--- config.mk ---
export PLATFORM = sky130hd
export DESIGN_NAME = dm_arbiter
export DESIGN_NICKNAME = d
export VERILOG_FILES = /design/src/rtl/dm_arbiter_pkg.sv /design/src/rtl/dm_store_merge.sv /design/src/rtl/dm_arbiter.sv
export SDC_FILE = /design/constraint.sdc
export NUM_CORES = 1
export LEC_CHECK = 0
export ABC_CLOCK_PERIOD_IN_PS = 3880
export BUFFER_PORTS_ARGS = -buffer_cell sky130_fd_sc_hd__buf_4
export CAP_MARGIN = 20
export CORE_ASPECT_RATIO = 2
export CORE_UTILIZATION = 53
export CTS_CLUSTER_DIAMETER = 200
export DETAILED_ROUTE_END_ITERATION = 8
export PLACE_DENSITY = 0.87
export SETUP_SLACK_MARGIN = 0.4
export SYNTH_ARGS = -nofsm -noshare
export SYNTH_HDL_FRONTEND = slang
export SYNTH_SLANG_ARGS = --single-unit
--- constraint.sdc ---
create_clock -name clk -period 3.88 [get_ports clk]
set_input_delay 0.776 -clock clk [delete_from_list [all_inputs] [get_ports clk]]
set_output_delay 0.776 -clock clk [all_outputs]
set_load 0.05 [all_outputs]
--- src/rtl/dm_arbiter_pkg.sv ---
// Shared size codes, FSM states and helpers for the data-memory arbiter.
package dm_arbiter_pkg;

    localparam logic [1:0] SZ_WORD = 2'b00;
    localparam logic [1:0] SZ_HALF = 2'b01;
    localparam logic [1:0] SZ_BYTE = 2'b10;

    typedef enum logic [1:0] {
        StIdle   = 2'b00,
        StAccess = 2'b01,
        StMerge  = 2'b10,
        StResp   = 2'b11
    } dm_state_e;

    typedef enum logic {
        PortC = 1'b0,
        PortD = 1'b1
    } dm_port_e;

    // Size 11, odd halfword and non-word-aligned word accesses are rejected.
    function automatic logic access_illegal(input logic [1:0] size, input logic [1:0] addr_lo);
        logic illegal;
        case (size)
            SZ_WORD: illegal = (addr_lo != 2'b00);
            SZ_HALF: illegal = addr_lo[0];
            SZ_BYTE: illegal = 1'b0;
            default: illegal = 1'b1;
        endcase
        return illegal;
    endfunction

endpackage

--- src/rtl/dm_store_merge.sv ---
// Combinational lane merge for sub-word stores: replaces one byte or halfword lane
// of the word read from memory, preserving every other bit.
module dm_store_merge
    import dm_arbiter_pkg::*;
(
    input  logic [31:0] old_word_i,
    input  logic [15:0] wdata_i,
    input  logic [1:0]  size_i,
    input  logic [1:0]  addr_lo_i,
    output logic [31:0] merged_o
);

    // Start from the old word and overwrite only the addressed lane.
    always_comb begin
        merged_o = old_word_i;
        case (size_i)
            SZ_HALF: begin
                if (addr_lo_i[1]) merged_o[31:16] = wdata_i;
                else              merged_o[15:0]  = wdata_i;
            end
            SZ_BYTE: merged_o[{addr_lo_i, 3'b000} +: 8] = wdata_i[7:0];
            default: ;
        endcase
    end

endmodule

--- src/rtl/dm_arbiter.sv ---
// Two-port sequencer in front of the word-wide data memory. Arbitrates port C and
// port D, turns byte/halfword stores into read-modify-write, returns raw words.
module dm_arbiter
    import dm_arbiter_pkg::*;
#(
    parameter int unsigned ADDR_W     = 32,
    parameter bit          FIXED_PRIO = 1'b0
) (
    input  logic              clk,
    input  logic              reset,
    input  logic              c_req,
    input  logic              c_we,
    input  logic [1:0]        c_size,
    input  logic [ADDR_W-1:0] c_addr,
    input  logic [31:0]       c_wdata,
    output logic              c_ack,
    output logic              c_err,
    input  logic              d_req,
    input  logic              d_we,
    input  logic [1:0]        d_size,
    input  logic [ADDR_W-1:0] d_addr,
    input  logic [31:0]       d_wdata,
    output logic              d_ack,
    output logic              d_err,
    output logic [31:0]       rdata,
    output logic [31:0]       dm_addr,
    output logic [31:0]       dm_wdata,
    output logic              dm_we,
    input  logic [31:0]       dm_rdata
);

    dm_state_e   state_q, state_d;
    dm_port_e    id_q, id_d, last_q, last_d;
    logic        we_q, we_d, err_q, err_d;
    logic [1:0]  size_q, size_d, addr_lo_q, addr_lo_d;
    logic [31:0] wdata_q, wdata_d;
    logic        c_ack_q, c_ack_d, d_ack_q, d_ack_d;
    logic        c_err_q, c_err_d, d_err_q, d_err_d;
    logic        dm_we_q, dm_we_d;
    logic [31:0] dm_addr_q, dm_addr_d, dm_wdata_q, dm_wdata_d, rdata_q, rdata_d;

    dm_port_e    grant_id;
    logic        sel_we, sel_illegal;
    logic [1:0]  sel_size;
    logic [31:0] sel_addr, sel_wdata, merged_word;

    dm_store_merge u_merge (
        .old_word_i (dm_rdata),
        .wdata_i    (wdata_q[15:0]),
        .size_i     (size_q),
        .addr_lo_i  (addr_lo_q),
        .merged_o   (merged_word)
    );

    // Pick the winner among pending requests and mux its fields.
    always_comb begin
        if (FIXED_PRIO)              grant_id = c_req ? PortC : PortD;
        else if (c_req && d_req)     grant_id = (last_q == PortC) ? PortD : PortC;
        else                         grant_id = c_req ? PortC : PortD;
        sel_we      = (grant_id == PortC) ? c_we : d_we;
        sel_size    = (grant_id == PortC) ? c_size : d_size;
        sel_addr    = (grant_id == PortC) ? 32'(c_addr) : 32'(d_addr);
        sel_wdata   = (grant_id == PortC) ? c_wdata : d_wdata;
        sel_illegal = access_illegal(sel_size, sel_addr[1:0]);
    end

    // Next-state and registered-output logic; acks/dm_we default to a single-cycle pulse.
    always_comb begin
        state_d    = state_q;
        id_d       = id_q;
        last_d     = last_q;
        we_d       = we_q;
        err_d      = err_q;
        size_d     = size_q;
        addr_lo_d  = addr_lo_q;
        wdata_d    = wdata_q;
        c_ack_d    = 1'b0;
        d_ack_d    = 1'b0;
        c_err_d    = 1'b0;
        d_err_d    = 1'b0;
        dm_we_d    = 1'b0;
        dm_addr_d  = dm_addr_q;
        dm_wdata_d = dm_wdata_q;
        rdata_d    = rdata_q;
        unique case (state_q)
            StIdle: begin
                if (c_req || d_req) begin
                    id_d      = grant_id;
                    last_d    = grant_id;
                    we_d      = sel_we;
                    size_d    = sel_size;
                    addr_lo_d = sel_addr[1:0];
                    wdata_d   = sel_wdata;
                    err_d     = sel_illegal;
                    // Errors still spend the ACCESS slot, with no memory activity,
                    // so every non-RMW access acks with the same latency.
                    state_d   = StAccess;
                    if (!sel_illegal) begin
                        dm_addr_d = {sel_addr[31:2], 2'b00};
                        if (sel_we && sel_size == SZ_WORD) begin
                            dm_we_d    = 1'b1;
                            dm_wdata_d = sel_wdata;
                        end
                    end
                end
            end
            StAccess: begin
                if (!err_q && we_q && size_q != SZ_WORD) begin
                    dm_we_d    = 1'b1;
                    dm_wdata_d = merged_word;
                    state_d    = StMerge;
                end else begin
                    if (!err_q && !we_q) rdata_d = dm_rdata;
                    c_ack_d = (id_q == PortC);
                    d_ack_d = (id_q == PortD);
                    c_err_d = (id_q == PortC) && err_q;
                    d_err_d = (id_q == PortD) && err_q;
                    state_d = StResp;
                end
            end
            StMerge: begin
                c_ack_d = (id_q == PortC);
                d_ack_d = (id_q == PortD);
                state_d = StResp;
            end
            StResp: state_d = StIdle;
            default: state_d = StIdle;
        endcase
    end

    // State and output registers; reset abandons any RMW in flight.
    always_ff @(posedge clk or negedge reset) begin
        if (!reset) begin
            state_q    <= StIdle;
            id_q       <= PortC;
            last_q     <= PortD;
            we_q       <= 1'b0;
            err_q      <= 1'b0;
            size_q     <= SZ_WORD;
            addr_lo_q  <= 2'b00;
            wdata_q    <= '0;
            c_ack_q    <= 1'b0;
            d_ack_q    <= 1'b0;
            c_err_q    <= 1'b0;
            d_err_q    <= 1'b0;
            dm_we_q    <= 1'b0;
            dm_addr_q  <= '0;
            dm_wdata_q <= '0;
            rdata_q    <= '0;
        end else begin
            state_q    <= state_d;
            id_q       <= id_d;
            last_q     <= last_d;
            we_q       <= we_d;
            err_q      <= err_d;
            size_q     <= size_d;
            addr_lo_q  <= addr_lo_d;
            wdata_q    <= wdata_d;
            c_ack_q    <= c_ack_d;
            d_ack_q    <= d_ack_d;
            c_err_q    <= c_err_d;
            d_err_q    <= d_err_d;
            dm_we_q    <= dm_we_d;
            dm_addr_q  <= dm_addr_d;
            dm_wdata_q <= dm_wdata_d;
            rdata_q    <= rdata_d;
        end
    end

    assign c_ack    = c_ack_q;
    assign d_ack    = d_ack_q;
    assign c_err    = c_err_q;
    assign d_err    = d_err_q;
    assign dm_we    = dm_we_q;
    assign dm_addr  = dm_addr_q;
    assign dm_wdata = dm_wdata_q;
    assign rdata    = rdata_q;

endmodule

== Yosys cells after proc, flatten, opt, wreduce, memory -nomap -nowiden ==
Cells that the tools add are included.
Storage, ports and cells
  register bits after elaboration: 125
  input port bits: 170
  word-level logic and storage cells: 85
Operators by class
  add/subtract/negate cells: 1
  equal/unequal tests: 11
  shifts and indexed selects: 2
  mux-type cells: 33
  bitwise operators: 3
  reduce and logical (&&, ||, !) cells: 19
Operators by type and width (number)
  $mux 32: 6
  $pmux 32 s2: 2
  $bwmux 32: 1
  $mux 16: 2
  $shift 8x7->32 const A: 1
  $shiftx 8x7->32: 1
  $mux 1: 15
  $eq 2x2->1 const B: 4
  $ne 2x2->1 const B: 4
  $pmux 2 s4: 1
  $logic_and 1x1->1: 7
  $neg 5->7: 1
  $eq 2x1->1 const B: 3
  $pmux 1 s2: 3
  $reduce_and 3->1: 2
  $reduce_bool 2->1: 3
  $reduce_and 5->1: 1
  $logic_not 2->1: 2
  $mux 2: 2
  $not 1->1: 3
  $pmux 1 s3: 1
  $logic_not 1->1: 2
  $reduce_and 2->1: 1
  $logic_or 1x1->1: 1

== Logic depth before layout (Yosys ltp) ==
Gate-level depths: netlist of run 1.
  word-level depth: 9
  mapped depth: 9

== By module ==
Synthesis of run 1 repeated with hierarchy kept, for this count alone.
Second synthesis, totals
  cell total of the unflattened synthesis: 659
  area total of the unflattened synthesis: 6961.7 µm²
By module, submodules not included
  dm_arbiter: instances 1, cells an instance 559, area an instance 6184.7 µm², seq. area each 3129.3 µm²
  dm_store_merge: instances 1, cells an instance 100, area an instance 777.0 µm², seq. area each 0.0 µm²

== Worst setup path before layout of run 1 ==
No wires, ideal clock.
  path kind: input to register
  from: in c_req
  to: reg dm_wdata_q[10] (netlist: dm_wdata[10])
  setup time: 125 ps
  arrival: 2200 ps
  required time: 3755 ps
  slack: 1555 ps
  cell stages on the path: 8
  cell sequence: buf_2 -> inv_2 -> nor2_8 -> mux2i_4 -> a32o_1 -> buf_2 -> buf_6 -> mux2_4
Between the ends
  longest elaborated chain between the ends: 7
  elaborated cells between the ends (all ways): 22
RTL lines
  start, declared: RTL line dm_arbiter.sv:11  | input logic c_req,
  $mux 1 or $logic_and 1x1->1 (tied branches): RTL line dm_arbiter.sv:59, dm_arbiter.sv:58
  $mux 1: RTL line dm_arbiter.sv:58  | else if (c_req && d_req) grant_id = (last_q == PortC) ? PortD : PortC;
  $mux 2, or another cell as far along: RTL line dm_arbiter.sv:61  | sel_size = (grant_id == PortC) ? c_size : d_size;
  $eq 2x2->1, or another cell as far along: RTL line dm_arbiter_pkg.sv:23  | case (size)
  $pmux 1 s3, or another cell as far along: RTL line dm_arbiter_pkg.sv:23
  $ne 2x2->1 (no source line) or $mux 32 (tied branches)
  $reduce_and 5->1 (no source line) or $pmux 32 s2 (tied branches)
  end signal, assigned: RTL line dm_arbiter.sv:165  | dm_wdata_q <= dm_wdata_d;
  end, declared: RTL line dm_arbiter.sv:40  | logic [31:0] dm_addr_q, dm_addr_d, dm_wdata_q, dm_wdata_d, rdata_q, rdata_d;
Several ways; a longest one is shown, not always the timed one. The select of a mux whose other input is x is not followed.
A chain may end at the register's enable or synchronous reset.

== Final worst setup path of run 1 ==
  from: reg size_q[0]
  to: reg dm_wdata_q[10] (netlist: dm_wdata[10])
Between the ends
  longest elaborated chain between the ends: 4
  elaborated cells between the ends (all ways): 9
RTL lines
  start, declared: RTL line dm_arbiter.sv:35  | logic [1:0] size_q, size_d, addr_lo_q, addr_lo_d;
  start signal, assigned: RTL line dm_arbiter.sv:156  | size_q <= size_d;
  $eq 2x2->1, or another cell as far along: RTL line dm_store_merge.sv:16  | case (size_i)
  $pmux 32 s2 or $logic_and 1x1->1 (tied branches): RTL line dm_store_merge.sv:16, dm_arbiter.sv:108
  $mux 32 or $ne 2x2->1 (tied branches)
  $pmux 32 s2 or $reduce_and 5->1 (tied branches)
Several ways; a longest one is shown, not always the timed one. The select of a mux whose other input is x is not followed.

==> results of run 1 <==
cell families (layout without fill, tap and decap cells):
kind of cell | count (synthesis) | in the layout
other cells | 1 | 2
mux | 120 | 120
simple gates | 187 | 187
compound gates | 120 | 120
flops | 125 | 125
buf+inv | 79 | 342
fa+ha+maj | 11 | 11
flip-flops by register name (all words and copies together) (netlist names), 2 cells and up:
name / flops
rdata: 32
dm_wdata: 32
wdata_q: 16
dm_addr: 30
addr_lo_q: 2
size_q: 2
state_q: 2
power groups by stage:
stage / sequential, uW / combinational, uW / clock (uW)
2_1_floorplan: 4130 / 1960 / 0
3_3_place_gp: 2420 / 5160 / 0
3_5_place_dp: 2450 / 5270 / 0
4_1_cts: 2450 / 5300 / 1640
5_1_grt: 2530 / 5560 / 1700
6_report: 2460 / 5290 / 1640
metrics by stage:
step / std cells / util / total power, uW / setup WS (ns) / hold slack [ns]
global route: 1054 / 0.768 / 9780 / 0.816 / 0.452
detailed placement: 1023 / 0.719 / 7720 / 0.981 / 0.476
CTS: 1054 / 0.768 / 9390 / 1.01 / 0.429
finish: 1054 / 0.768 / 9390 / 0.990 / 0.400
floorplan: 644 / - / 6090 / 1.55 / 0.440
global placement: 1023 / 0.719 / 7570 / 1.01 / 0.460
layout by cell type, fill, tap and decap left out, types with 4 or more instances in the layout:
cell type	n
sky130_fd_sc_hd__nor2b_1	6
sky130_fd_sc_hd__clkbuf_16	17
sky130_fd_sc_hd__a221oi_1	16
sky130_fd_sc_hd__buf_4	275
sky130_fd_sc_hd__nor2_1	11
sky130_fd_sc_hd__dfrtp_1	124
sky130_fd_sc_hd__clkinv_2	4
sky130_fd_sc_hd__a31oi_1	12
sky130_fd_sc_hd__nand3_1	5
sky130_fd_sc_hd__o21ai_0	35
sky130_fd_sc_hd__a32o_1	16
sky130_fd_sc_hd__a21oi_1	10
sky130_fd_sc_hd__mux2_4	22
sky130_fd_sc_hd__mux2i_1	25
sky130_fd_sc_hd__inv_1	33
sky130_fd_sc_hd__nand2b_1	6
sky130_fd_sc_hd__ha_1	11
sky130_fd_sc_hd__mux2_1	6
sky130_fd_sc_hd__o221ai_1	16
sky130_fd_sc_hd__nand2_1	146
sky130_fd_sc_hd__mux2_2	66
final cells by class:
cell class | count | area share
multi-input combinational | 440 | 0.346
timing repair buffer | 276 | 0.222
clock buffer | 20 | 0.0487
clock inverter | 11 | 0.0152
tap | 147 | 0.0196
sequential | 125 | 0.334
inverter | 35 | 0.0140
layer usage:
metal | routed length [um] | vias up
met5 | 0 | -
met4 | 1210 | 0
met3 | 1240 | 79
met2 | 11500 | 289
met1 | 7180 | 2985
li1 | - | 2765
critical path: stages, from the launching register on:
cell	delay, ns
sky130_fd_sc_hd__dfrtp_1	0.34
sky130_fd_sc_hd__inv_1	0.07
sky130_fd_sc_hd__ha_1	0.91
sky130_fd_sc_hd__nand3_1	0.52
sky130_fd_sc_hd__a221oi_1	0.52
sky130_fd_sc_hd__a21oi_1	0.11
sky130_fd_sc_hd__mux2_4	0.28
worst min-delay path by stage:
| stage | startpoint | end | slack, ns | cells after the start |
|---|---|---|---|---|
| after global routing | reset | d_ack$_DFF_PN0_ | 0.45 | 1 |
| after global placement | id_q$_DFFE_PN0P_ | c_ack$_DFF_PN0_ | 0.46 | 1 |
| final | reset | d_err$_DFF_PN0_ | 0.40 | 1 |
| after floorplan | id_q$_DFFE_PN0P_ | c_ack$_DFF_PN0_ | 0.44 | 1 |
| after CTS | reset | d_err$_DFF_PN0_ | 0.43 | 1 |
| after detailed placement | dm_addr[9]$_DFFE_PN0P_ | dm_addr[9]$_DFFE_PN0P_ | 0.48 | 1 |
==> impl_table.tex, run 1 <==
\begin{tabular}{lr}
\hline
Metric & Value \\
\hline
\multicolumn{2}{l}{\textbf{Synthesis}} \\
\quad Post-synth EDFFs & 0 \\
\quad Yosys cell types & 46 \\
\quad Largest family of logic cells by synthesized area & multiplexers \\
\quad Xor and xnor area share after synthesis & 0 \\
\quad Top post-synthesis cells by count & sky130\_fd\_sc\_hd\_\_nand2\_1, sky130\_fd\_sc\_hd\_\_dfrtp\_1, sky130\_fd\_sc\_hd\_\_mux2\_2, sky130\_fd\_sc\_hd\_\_o21ai\_0, sky130\_fd\_sc\_hd\_\_inv\_1 \\
\quad Multiplexer share of the synthesized area & 0.211 \\
\quad Synthesized cell area & 6690 sq um \\
\quad Yosys top cell by area & sky130\_fd\_sc\_hd\_\_dfrtp\_1 \\
\quad Cells after Synth & roughly 640 \\
\quad Adder and majority gate portion of the synthesized area & 0.0206 \\
\quad Top FF cell, synth & sky130\_fd\_sc\_hd\_\_dfrtp\_1 \\
\quad Seq/Total Area, Yosys & 0.468 \\
\quad Post-Synth Simple-Gate Area & 0.119 \\
\quad Number of flip-flops and latches in the synthesized netlist & 125 \\
\quad Cell types occupying the most area after synthesis & sky130\_fd\_sc\_hd\_\_dfrtp\_1, sky130\_fd\_sc\_hd\_\_mux2\_2, sky130\_fd\_sc\_hd\_\_nand2\_1 \\
\quad Most frequent cell after synthesis & sky130\_fd\_sc\_hd\_\_nand2\_1 \\
\quad Avg Synthesized Cell Area & $\sim$10 sq um \\
\quad Post-synthesis compound-gate area fraction & 0.129 \\
\quad Proportion of register bits with asynchronous set or reset after synthesis & 1.00 \\
\quad Share of Yosys cell area claimed by the top area cell type & 0.464 \\
\quad Total number of yosys warnings & 0 \\
\multicolumn{2}{l}{\textbf{Pwr}} \\
\quad Relative contribution of sequential cells to total power & 0.262 \\
\quad Power spent charging and discharging nets & about 4500 uW \\
\quad Power density over the cells & approximately 1000 nW/um\^{}2 \\
\quad Fraction of power consumed by the clock network & 0.174 \\
\quad Combinational Power Share & 0.564 \\
\quad Switching power as a share of total power & 0.481 \\
\quad Static leakage power & about 0.0046 uW \\
\quad Internal power consumption & 4870 uW \\
\quad Largest vdd supply drop & $\sim$650 uV \\
\multicolumn{2}{l}{\textbf{CTS}} \\
\quad Clock Sinks & 125 \\
\quad Number of setup buffers added after CTS & 0 \\
\quad CTS tree & done \\
\quad Clock root buffer & sky130\_fd\_sc\_hd\_\_clkbuf\_16 \\
\quad Clock buffer count from CTS & 17 \\
\quad Count of instances resized after the clock tree is built & 0 \\
\quad Clock-pin slew reported for the worst setup and hold paths after clock tree synthesis & 0.06 ns \\
\quad Clock insertion delay at the later pin of the skew report & approximately 0.43 ns \\
\quad Hold buffer count at cts & 0 \\
\quad Clock tree buffer depth & 2 \\
\quad H-tree levels & 4 \\
\multicolumn{2}{l}{\textbf{Timing}} \\
\quad Number of slew-limit violations in the final report & 0 \\
\quad Clock Skew & about 0.012 ns \\
\quad Final hold viol count & 0 \\
\quad Worst rel slew slack & 0.289 \\
\quad Achievable clock frequency & 346 MHz \\
\quad Setup repair after global routing missed its margin & no \\
\quad Setup violations, final & 0 \\
\quad Final critical path time including I/O delays and setup & 2.89 ns \\
\quad TNS Setup & 0 ns \\
\quad Period utilization & 0.745 \\
\quad Worst Tran Pin Value & $\sim$1.1 ns \\
\multicolumn{2}{l}{\textbf{Global routing}} \\
\quad GR met2 Demand/Resource & 0.587 \\
\quad Pin count of the biggest net entering global routing & between 70 and 80 \\
\quad Busiest grt layer & met2 \\
\quad Met1 Usage GRT & 0.353 \\
\quad Initial antenna violation count & 0 \\
\quad Global routing met3 resource utilization & 0.0682 \\
\quad Aggregate global-route resource usage & 0.336 \\
\quad Global-route wire length before repair & approximately 33 mm \\
\quad Grt total ovfl & 0 \\
\quad Via count of the first global-routing pass & roughly 6400 \\
\multicolumn{2}{l}{\textbf{Drt}} \\
\quad Initial DRC Count & $\sim$560 \\
\quad Wirelength per Cell & roughly 20 um \\
\quad Routed via count & a little over 6000 \\
\quad Total iterations of the first detailed-routing run & 5 \\
\quad Wire length after detailed routing & $\sim$21 mm \\
\quad Average via count per standard cell & around 5.8 \\
\quad Post-DRT Antenna Nets & 0 \\
\quad Number of DRC violations after detailed routing & 0 \\
\multicolumn{2}{l}{\textbf{Flow run}} \\
\quad Number of max-cap violations & 0 \\
\multicolumn{2}{l}{\textbf{Placed design}} \\
\quad Port buffer count & roughly 270 \\
\quad Final estimated routing congestion in global placement & between 0.9 and 1 \\
\quad DP Area & between 8000 and 9000 sq um \\
\quad Total half-perimeter wirelength after legalization and detailed placement & between 15 and 20 mm \\
\multicolumn{2}{l}{\textbf{Final layout}} \\
\quad Filler instances & 837 \\
\quad Final standard cell area without fillers & between 9000 and 10000 sq um \\
\quad Fraction of layout instances using a drive strength above 1 & 0.447 \\
\quad Area growth syn-to-layout & 40.1\% \\
\quad Footprint of the flip-flops and latches & 3130 sq um \\
\quad Antenna Diode Count & 0 \\
\quad Final nets & 1076 \\
\quad Multi-input gate area & between 3000 and 4000 sq um \\
\multicolumn{2}{l}{\textbf{Worst setup path}} \\
\quad Worst Path Max Fanout & 29 \\
\quad Start point of the critical path & size\_q[0]\$\_DFFE\_PN0P\_ \\
\quad Arrival time of the worst setup path & around 3.2 ns \\
\quad Critical path endpoint category & flip-flop \\
\quad Cell count of the worst reg-to-reg path & 6 \\
\quad Critical Path End & dm\_wdata[10]\$\_DFFE\_PN0P\_ \\
\quad Reg-to-reg startpoint & size\_q[0]\$\_DFFE\_PN0P\_ \\
\quad Type of the worst setup path & reg -> reg \\
\quad Setup slack of the worst register-to-register path & slightly below 1 ns \\
\quad End of the worst register-to-register path & dm\_wdata[10]\$\_DFFE\_PN0P\_ \\
\quad Type of element launching the critical path & flip-flop \\
\quad Required time at the endpoint of the critical path & $\sim$4.2 ns \\
\multicolumn{2}{l}{\textbf{Die}} \\
\quad Horizontal die dimension & between 80 and 90 um \\
\quad Die outline area & between 10000 and 15000 sq um \\
\quad Num ports & about 270 \\
\quad Initial Util & 0.548 \\
\quad Floorplan row count & between 50 and 60 \\
\quad Area of the core & 12200 sq um \\
\quad Die Y & 161 um \\
\multicolumn{2}{l}{\textbf{Status}} \\
\quad Outcome & completed \\
\multicolumn{2}{l}{\textbf{Worst hold path}} \\
\quad Path type of the worst min-delay path & in -> async \\
\hline
\end{tabular}
Power figures use the tool's default switching activity.
==> inputs of run 2 (changes only) <==
--- a/config.mk
+++ b/config.mk
@@ -5,14 +5,14 @@
 export SDC_FILE = /design/constraint.sdc
 export NUM_CORES = 1
 export LEC_CHECK = 0
-export ABC_CLOCK_PERIOD_IN_PS = 3880
+export ABC_CLOCK_PERIOD_IN_PS = 2400
 export BUFFER_PORTS_ARGS = -buffer_cell sky130_fd_sc_hd__buf_4
 export CAP_MARGIN = 20
 export CORE_ASPECT_RATIO = 2
-export CORE_UTILIZATION = 53
+export CORE_UTILIZATION = 44
 export CTS_CLUSTER_DIAMETER = 200
 export DETAILED_ROUTE_END_ITERATION = 8
-export PLACE_DENSITY = 0.87
+export PLACE_DENSITY = 0.77
 export SETUP_SLACK_MARGIN = 0.4
 export SYNTH_ARGS = -nofsm -noshare
 export SYNTH_HDL_FRONTEND = slang
==> constraint.sdc (replaced) <==
create_clock -name clk -period 2.4 [get_ports clk]
set_input_delay 0.48 -clock clk [delete_from_list [all_inputs] [get_ports clk]]
set_output_delay 0.48 -clock clk [all_outputs]
set_load 0.05 [all_outputs]
==> impl_table.tex, run 2 (same netlist as run 1, synthesis figures left out) <==
\begin{tabular}{lr}
\hline
Metric & Value \\
\hline
\multicolumn{2}{l}{\textbf{Drt}} \\
\quad Average via count per standard cell & $\sim$5.4 \\
\quad Total iterations of the first detailed-routing run & 5 \\
\quad Wire length after detailed routing & 23.4 mm \\
\quad Routed via count & about 6300 \\
\quad Wirelength per Cell & between 20 and 25 um \\
\quad Post-DRT Antenna Nets & 0 \\
\quad Number of DRC violations after detailed routing & 0 \\
\quad Initial DRC Count & 311 \\
\multicolumn{2}{l}{\textbf{Die}} \\
\quad Initial Util & 0.451 \\
\quad Floorplan row count & 63 \\
\quad Num ports & about 270 \\
\quad Area of the core & around 15000 sq um \\
\quad Horizontal die dimension & about 89 um \\
\quad Die outline area & between 15000 and 20000 sq um \\
\quad Die Y & between 150 and 200 um \\
\multicolumn{2}{l}{\textbf{Final layout}} \\
\quad Fraction of layout instances using a drive strength above 1 & 0.550 \\
\quad Antenna Diode Count & 0 \\
\quad Filler instances & around 1100 \\
\quad Multi-input gate area & between 3000 and 4000 sq um \\
\quad Final standard cell area without fillers & approximately 11000 sq um \\
\quad Final nets & 1136 \\
\quad Most frequent cells in the layout & sky130\_fd\_sc\_hd\_\_buf\_4, sky130\_fd\_sc\_hd\_\_nand2\_1, sky130\_fd\_sc\_hd\_\_dfrtp\_1, sky130\_fd\_sc\_hd\_\_mux2\_4, sky130\_fd\_sc\_hd\_\_mux2\_2 \\
\quad Footprint of the flip-flops and latches & approximately 3100 sq um \\
\quad Most common library cell in the layout ignoring fill and taps & sky130\_fd\_sc\_hd\_\_buf\_4 \\
\quad Area growth syn-to-layout & 58.5\% \\
\quad Filler-free cell count of the finished design & about 1200 \\
\multicolumn{2}{l}{\textbf{Worst hold path}} \\
\quad Path type of the worst min-delay path & in -> async \\
\multicolumn{2}{l}{\textbf{Flow run}} \\
\quad Number of max-cap violations & 0 \\
\multicolumn{2}{l}{\textbf{Placed design}} \\
\quad Final estimated routing congestion in global placement & $\sim$0.87 \\
\quad Total half-perimeter wirelength after legalization and detailed placement & roughly 16 mm \\
\quad Placed cells & 1089 \\
\quad DP Area & between 9000 and 10000 sq um \\
\quad Port buffer count & 268 \\
\multicolumn{2}{l}{\textbf{Pwr}} \\
\quad Fraction of power consumed by the clock network & 0.151 \\
\quad Power spent charging and discharging nets & 7950 uW \\
\quad Power density over the cells & approximately 1600 nW/um\^{}2 \\
\quad Switching power as a share of total power & 0.470 \\
\quad Relative contribution of sequential cells to total power & 0.235 \\
\quad Internal power consumption & roughly 9000 uW \\
\quad Static leakage power & 0.00515 uW \\
\quad Largest vdd supply drop & approximately 1100 uV \\
\quad Combinational Power Share & 0.614 \\
\multicolumn{2}{l}{\textbf{CTS}} \\
\quad Clock-pin slew reported for the worst setup and hold paths after clock tree synthesis & $\sim$0.060 ns \\
\quad CTS tree & done \\
\quad Clock Sinks & $\sim$130 \\
\quad Clock insertion delay at the later pin of the skew report & 0.42 ns \\
\quad H-tree levels & 4 \\
\quad Clock buffer count from CTS & 17 \\
\quad Clock root buffer & sky130\_fd\_sc\_hd\_\_clkbuf\_16 \\
\quad Clock tree buffer depth & 2 \\
\multicolumn{2}{l}{\textbf{Global routing}} \\
\quad Via count of the first global-routing pass & $\sim$6500 \\
\quad Initial antenna violation count & 0 \\
\quad Pin count of the biggest net entering global routing & 64 \\
\quad Global-route wire length before repair & approximately 34 mm \\
\quad Grt total ovfl & 0 \\
\quad Aggregate global-route resource usage & 0.292 \\
\multicolumn{2}{l}{\textbf{Timing}} \\
\quad Worst Tran Pin Value & 0.647 ns \\
\quad Final hold viol count & 0 \\
\quad Achievable clock frequency & between 400 and 500 MHz \\
\quad Clock Skew & between 0.01 and 0.015 ns \\
\quad Setup repair after global routing missed its margin & yes \\
\quad Period utilization & 0.885 \\
\quad Setup violations, final & 0 \\
\quad Final critical path time including I/O delays and setup & 2.12 ns \\
\quad Worst rel slew slack & 0.569 \\
\quad TNS Setup & 0 ns \\
\quad Number of slew-limit violations in the final report & 0 \\
\multicolumn{2}{l}{\textbf{Worst setup path}} \\
\quad Start point of the critical path & size\_q[1]\$\_DFFE\_PN0P\_ \\
\quad Cell count of the worst reg-to-reg path & 8 \\
\quad Reg-to-reg startpoint & size\_q[1]\$\_DFFE\_PN0P\_ \\
\quad Type of element launching the critical path & flip-flop \\
\quad Required time at the endpoint of the critical path & 2.70 ns \\
\quad Setup slack of the worst register-to-register path & $\sim$0.28 ns \\
\quad Arrival time of the worst setup path & roughly 2.4 ns \\
\quad Worst Path Max Fanout & 8 \\
\quad Critical path endpoint category & flip-flop \\
\quad End of the worst register-to-register path & dm\_wdata[29]\$\_DFFE\_PN0P\_ \\
\quad Type of the worst setup path & reg -> reg \\
\multicolumn{2}{l}{\textbf{Status}} \\
\quad Outcome & completed \\
\hline
\end{tabular}
## run 2: cell types whose count changed in the layout (fill, tap and decap cells not counted), sizes merged
cell,previous run,this run
clkbuf,20,19
nor2b,7,8
clkinv,6,5
bufinv,3,2
inv,35,39
clkinvlp,2,4
buf,276,333
## run 2: how the worst max path moves through the flow
stage                               endpoint  slack, ns
floorplan           dm_wdata[30]$_DFFE_PN0P_       0.41
global placement     dm_addr[30]$_DFFE_PN0P_       0.03
detailed placement   dm_wdata[5]$_DFFE_PN0P_       0.06
CTS                    rdata[14]$_DFFE_PN0P_       0.35
global route        dm_wdata[29]$_DFFE_PN0P_       0.22
finish              dm_wdata[29]$_DFFE_PN0P_       0.28
## run 2: stage by stage
stage               power, uW  setup slack, ns  hold WS [ns]   util
floorplan                9930            0.409         0.184      -
global placement        12500           0.0329         0.468  0.609
detailed placement      12700           0.0570         0.477  0.609
CTS                     16000            0.345        0.0813  0.687
global route            17600            0.224        0.0844  0.715
finish                  16900            0.277        0.0482  0.715
## run 2: power by group through the flow
| stage | Clock [uW] | Combinational, uW | Sequential [uW] |
|---|---|---|---|
| detailed placement | 0 | 8760 | 3950 |
| floorplan | 0 | 3250 | 6680 |
| global placement | 0 | 8630 | 3910 |
| finish | 2550 | 10400 | 3970 |
| global route | 2680 | 10900 | 4070 |
| CTS | 2570 | 9530 | 3930 |
## run 2: critical path, cell delays in order, from the launching register on
cell	delay, ns
sky130_fd_sc_hd__dfrtp_1	0.39
sky130_fd_sc_hd__buf_6	0.13
sky130_fd_sc_hd__ha_4	0.15
sky130_fd_sc_hd__buf_6	0.12
sky130_fd_sc_hd__and3b_2	0.27
sky130_fd_sc_hd__a32o_2	0.28
sky130_fd_sc_hd__a221oi_4	0.27
sky130_fd_sc_hd__a31oi_1	0.10
sky130_fd_sc_hd__mux2_4	0.29
## run 2: area by class of cell
cell class                      count  share of cell area
Clock buffer                       17              0.0401
Inverter                           35              0.0129
Tap cell                          195              0.0230
Clock inverter                     15              0.0152
Multi-Input combinational cell    441               0.352
Timing Repair Buffer              335               0.261
Sequential cell                   125               0.295
## run 2: what timing repair did
action	4_1_cts	5_1_grt
setup buffers	13	23
hold buffers	0	0
pin swaps	12	13
endpoints found under the setup margin	80	94
gates cloned	3	3
gates resized for setup	93	39
## run 2: layer usage
metal	up-vias	part of all wire	track usage
met4	0	0.050	0.157
met1	3052	0.33	0.281
li1	2886	-	-
met5	-	0	0
met2	286	0.57	0.550
met3	86	0.051	0.0636
==> inputs of run 3 (changes only) <==
--- a/config.mk
+++ b/config.mk
@@ -9,11 +9,12 @@
 export BUFFER_PORTS_ARGS = -buffer_cell sky130_fd_sc_hd__buf_4
 export CAP_MARGIN = 20
 export CORE_ASPECT_RATIO = 2
-export CORE_UTILIZATION = 44
+export CORE_UTILIZATION = 45
 export CTS_CLUSTER_DIAMETER = 200
 export DETAILED_ROUTE_END_ITERATION = 8
-export PLACE_DENSITY = 0.77
+export PLACE_DENSITY = 0.78
 export SETUP_SLACK_MARGIN = 0.4
 export SYNTH_ARGS = -nofsm -noshare
 export SYNTH_HDL_FRONTEND = slang
+export SYNTH_HIERARCHICAL = 1
 export SYNTH_SLANG_ARGS = --single-unit
==> impl_table.tex, run 3 <==
\begin{tabular}{lr}
\hline
Metric & Value \\
\hline
\multicolumn{2}{l}{\textbf{Synthesis}} \\
\quad Total number of yosys warnings & 6 \\
\quad Share of Yosys cell area claimed by the top area cell type & 0.446 \\
\quad Multiplexer share of the synthesized area & 0.218 \\
\quad Most frequent cell after synthesis & sky130\_fd\_sc\_hd\_\_nand2\_1 \\
\quad Number of flip-flops and latches in the synthesized netlist & approximately 130 \\
\quad Yosys top cell by area & sky130\_fd\_sc\_hd\_\_dfrtp\_1 \\
\quad Post-synth EDFFs & 0 \\
\quad Synthesized cell area & roughly 7000 sq um \\
\quad Top FF cell, synth & sky130\_fd\_sc\_hd\_\_dfrtp\_1 \\
\quad Cells after Synth & roughly 660 \\
\quad Proportion of register bits with asynchronous set or reset after synthesis & 1.00 \\
\quad Largest family of logic cells by synthesized area & multiplexers \\
\quad Avg Synthesized Cell Area & 10.6 sq um \\
\quad Cell types occupying the most area after synthesis & sky130\_fd\_sc\_hd\_\_dfrtp\_1, sky130\_fd\_sc\_hd\_\_mux2\_2, sky130\_fd\_sc\_hd\_\_nand2\_1 \\
\quad Adder and majority gate portion of the synthesized area & 0.0180 \\
\quad Yosys cell types & between 50 and 60 \\
\quad Post-synthesis compound-gate area fraction & 0.115 \\
\quad Top post-synthesis cells by count & sky130\_fd\_sc\_hd\_\_nand2\_1, sky130\_fd\_sc\_hd\_\_dfrtp\_1, sky130\_fd\_sc\_hd\_\_mux2\_2, sky130\_fd\_sc\_hd\_\_a21oi\_1, sky130\_fd\_sc\_hd\_\_mux2\_4 \\
\quad Xor and xnor area share after synthesis & 0 \\
\quad Seq/Total Area, Yosys & 0.449 \\
\quad Post-Synth Simple-Gate Area & 0.155 \\
\multicolumn{2}{l}{\textbf{Final layout}} \\
\quad Fraction of layout instances using a drive strength above 1 & 0.510 \\
\quad Area growth syn-to-layout & 50.4\% \\
\quad Most frequent cells in the layout & sky130\_fd\_sc\_hd\_\_buf\_4, sky130\_fd\_sc\_hd\_\_nand2\_1, sky130\_fd\_sc\_hd\_\_dfrtp\_1, sky130\_fd\_sc\_hd\_\_mux2\_4, sky130\_fd\_sc\_hd\_\_mux2\_2 \\
\quad Filler-free cell count of the finished design & approximately 1200 \\
\quad Final nets & 1132 \\
\quad Filler instances & about 1100 \\
\quad Most common library cell in the layout ignoring fill and taps & sky130\_fd\_sc\_hd\_\_buf\_4 \\
\quad Final standard cell area without fillers & approximately 10000 sq um \\
\multicolumn{2}{l}{\textbf{Timing}} \\
\quad Setup violations, final & 0 \\
\quad Number of slew-limit violations in the final report & 0 \\
\quad Period utilization & 0.916 \\
\quad Worst rel slew slack & 0.562 \\
\quad Final critical path time including I/O delays and setup & about 2.2 ns \\
\quad Setup repair after global routing missed its margin & yes \\
\quad Clock Skew & about 0.012 ns \\
\quad TNS Setup & 0 ns \\
\quad Achievable clock frequency & approximately 450 MHz \\
\quad Final hold viol count & 0 \\
\quad Worst Hold Slack & around 0.30 ns \\
\quad Worst Tran Pin Value & 0.656 ns \\
\multicolumn{2}{l}{\textbf{Worst setup path}} \\
\quad Worst Path Max Fanout & 4 \\
\quad Arrival time of the worst setup path & approximately 2.5 ns \\
\quad Start point of the critical path & last\_q\$\_DFFE\_PN1P\_ \\
\quad Delay of the slowest cell on the worst path & 0.58 ns \\
\quad Required time at the endpoint of the critical path & 2.70 ns \\
\quad Library cell appearing most often on the critical path & sky130\_fd\_sc\_hd\_\_buf\_12 \\
\quad Reg-to-reg startpoint & last\_q\$\_DFFE\_PN1P\_ \\
\quad Type of the worst setup path & reg -> reg \\
\quad Type of element launching the critical path & flip-flop \\
\quad Crit-path slowest cell & sky130\_fd\_sc\_hd\_\_dfstp\_2 \\
\quad Critical path endpoint category & flip-flop \\
\quad Critical path cell sequence & nor2b\_4, a2111oi\_4, a311oi\_2, nor3\_4, buf\_12, buf\_12, clkbuf\_16, mux2\_4 \\
\multicolumn{2}{l}{\textbf{Global routing}} \\
\quad Grt total ovfl & 0 \\
\quad Global-route wire length before repair & around 35 mm \\
\quad Initial antenna violation count & 1 \\
\quad Aggregate global-route resource usage & 0.287 \\
\quad Pin count of the biggest net entering global routing & 52 \\
\quad Via count of the first global-routing pass & slightly below 7000 \\
\multicolumn{2}{l}{\textbf{Pwr}} \\
\quad Largest vdd supply drop & approximately 1000 uV \\
\quad Power density over the cells & between 1500 and 2000 nW/um\^{}2 \\
\quad Static leakage power & $\sim$0.0052 uW \\
\multicolumn{2}{l}{\textbf{Die}} \\
\quad Die Y & 178 um \\
\quad Area of the core & roughly 15000 sq um \\
\quad Horizontal die dimension & between 80 and 90 um \\
\quad Floorplan row count & between 60 and 70 \\
\quad Num ports & approximately 270 \\
\quad Die outline area & $\sim$16000 sq um \\
\quad Initial Util & 0.458 \\
\multicolumn{2}{l}{\textbf{Placed design}} \\
\quad DP Area & slightly above 9000 sq um \\
\quad Placed cells & around 1100 \\
\quad Final estimated routing congestion in global placement & 0.906 \\
\quad Port buffer count & between 200 and 300 \\
\quad Total half-perimeter wirelength after legalization and detailed placement & between 15 and 20 mm \\
\multicolumn{2}{l}{\textbf{Drt}} \\
\quad Wirelength per Cell & $\sim$20 um \\
\quad Total iterations of the first detailed-routing run & 5 \\
\quad Number of DRC violations after detailed routing & 0 \\
\quad Wire length after detailed routing & approximately 24 mm \\
\quad Post-DRT Antenna Nets & 0 \\
\quad Routed via count & 6338 \\
\quad Initial DRC Count & 330 \\
\quad Average via count per standard cell & 5.45 \\
\multicolumn{2}{l}{\textbf{CTS}} \\
\quad Clock buffer count from CTS & 17 \\
\quad CTS tree & done \\
\quad Clock insertion delay at the later pin of the skew report & 0.42 ns \\
\quad Clock root buffer & sky130\_fd\_sc\_hd\_\_clkbuf\_16 \\
\quad H-tree levels & 4 \\
\quad Clock Sinks & roughly 130 \\
\quad Clock-pin slew reported for the worst setup and hold paths after clock tree synthesis & 0.06 ns \\
\quad Clock tree buffer depth & 2 \\
\multicolumn{2}{l}{\textbf{Status}} \\
\quad Outcome & completed \\
\multicolumn{2}{l}{\textbf{Worst hold path}} \\
\quad Hold Path Origin & dm\_rdata[4] \\
\quad Path type of the worst min-delay path & in -> reg \\
\multicolumn{2}{l}{\textbf{Flow run}} \\
\quad Number of max-cap violations & 0 \\
\hline
\end{tabular}
-- run 3: cell types whose count changed after synthesis, moves of 13 or more --
cell / before / now
sky130_fd_sc_hd__nand2_1: 146 / 162
sky130_fd_sc_hd__a22o_1: 0 / 16
sky130_fd_sc_hd__o221ai_1: 16 / 0
sky130_fd_sc_hd__a32o_1: 17 / 0
sky130_fd_sc_hd__a21oi_1: 10 / 34
sky130_fd_sc_hd__o21ai_0: 35 / 18
sky130_fd_sc_hd__clkbuf_1: 30 / 12
sky130_fd_sc_hd__a221oi_1: 16 / 0
sky130_fd_sc_hd__a221o_1: 0 / 16
sky130_fd_sc_hd__inv_1: 33 / 20
sky130_fd_sc_hd__nor2_1: 12 / 26
-- run 3: area by class of cell --
class	instances	area, sq um	share of cell area
multi-input combinational	479	3790	0.362
sequential	125	3130	0.299
timing repair buffer	309	2620	0.250
clock buffer	19	453	0.0433
tap	198	248	0.0237
clock inverter	13	154	0.0147
inverter	20	75.1	0.00717
antenna	1	2.50	0.000239
-- run 3: final timing paths --
| kind | end | slack (ns) | cells after the start |
|---|---|---|---|
| setup / recovery | dm_wdata[26]$_DFFE_PN0P_ | 0.20 | 8 |
| hold / removal | rdata[4]$_DFFE_PN0P_ | 0.30 | 2 |
| setup reg to reg | dm_wdata[26]$_DFFE_PN0P_ | 0.20 | 8 |
| hold reg to reg | c_ack$_DFF_PN0_ | 0.46 | 1 |
| max in group asynchronous | last_q$_DFFE_PN1P_ | 1.16 | 3 |
| min in group asynchronous | dm_addr[9]$_DFFE_PN0P_ | 0.55 | 2 |
-- run 3: kinds of logic (layout without fill, tap and decap cells) --
| family | after synthesis | count (layout) |
|---|---|---|
| and+or+nand+nor | 237 | 237 |
| muxes | 127 | 127 |
| DFF | 125 | 125 |
| AOI/OAI and AO/OA | 103 | 103 |
| buffers and inverters | 56 | 361 |
| adders and majority gates | 10 | 10 |
| other | 1 | 3 |
-- run 3: layer usage --
layer  vias up  wire, um  global-route usage
li1       2865         -                   -
met1      3092      8230               0.292
met2       298     12700               0.540
met3        83      1210              0.0514
met4         0      1400               0.179
met5         -         0                   0
-- run 3: repair_timing --
action                                  CTS  global route
gates cloned                              5             3
resized for setup                        24            32
endpoints found under the hold margin    17             0
endpoints found under the setup margin   62            63
hold buffers                              1             0
setup buffers                            11             2
pin swaps                                11             2
-- run 3: worst max-delay path, delay by kind of cell, from the launching register on --
family | cells | cell delay (ns)
compound gates | 2 | 0.51
mux | 1 | 0.29
simple gates | 2 | 0.29
flops | 1 | 0.58
buf+inv | 3 | 0.40
-- run 3: metrics by stage --
stage                     power (uW)   util  worst slack, ns
final                          16400  0.688            0.202
after global routing           17100  0.688            0.141
after CTS                      16000  0.674            0.255
after detailed placement       12800  0.610          -0.0401
after global placement         12700  0.610          0.00654
after floorplan                10100      -            0.233
-- run 3: power breakdown --
part	switching (uW)	internal, uW
combinational	5980	3940
clock	1040	1610
sequential	681	3140
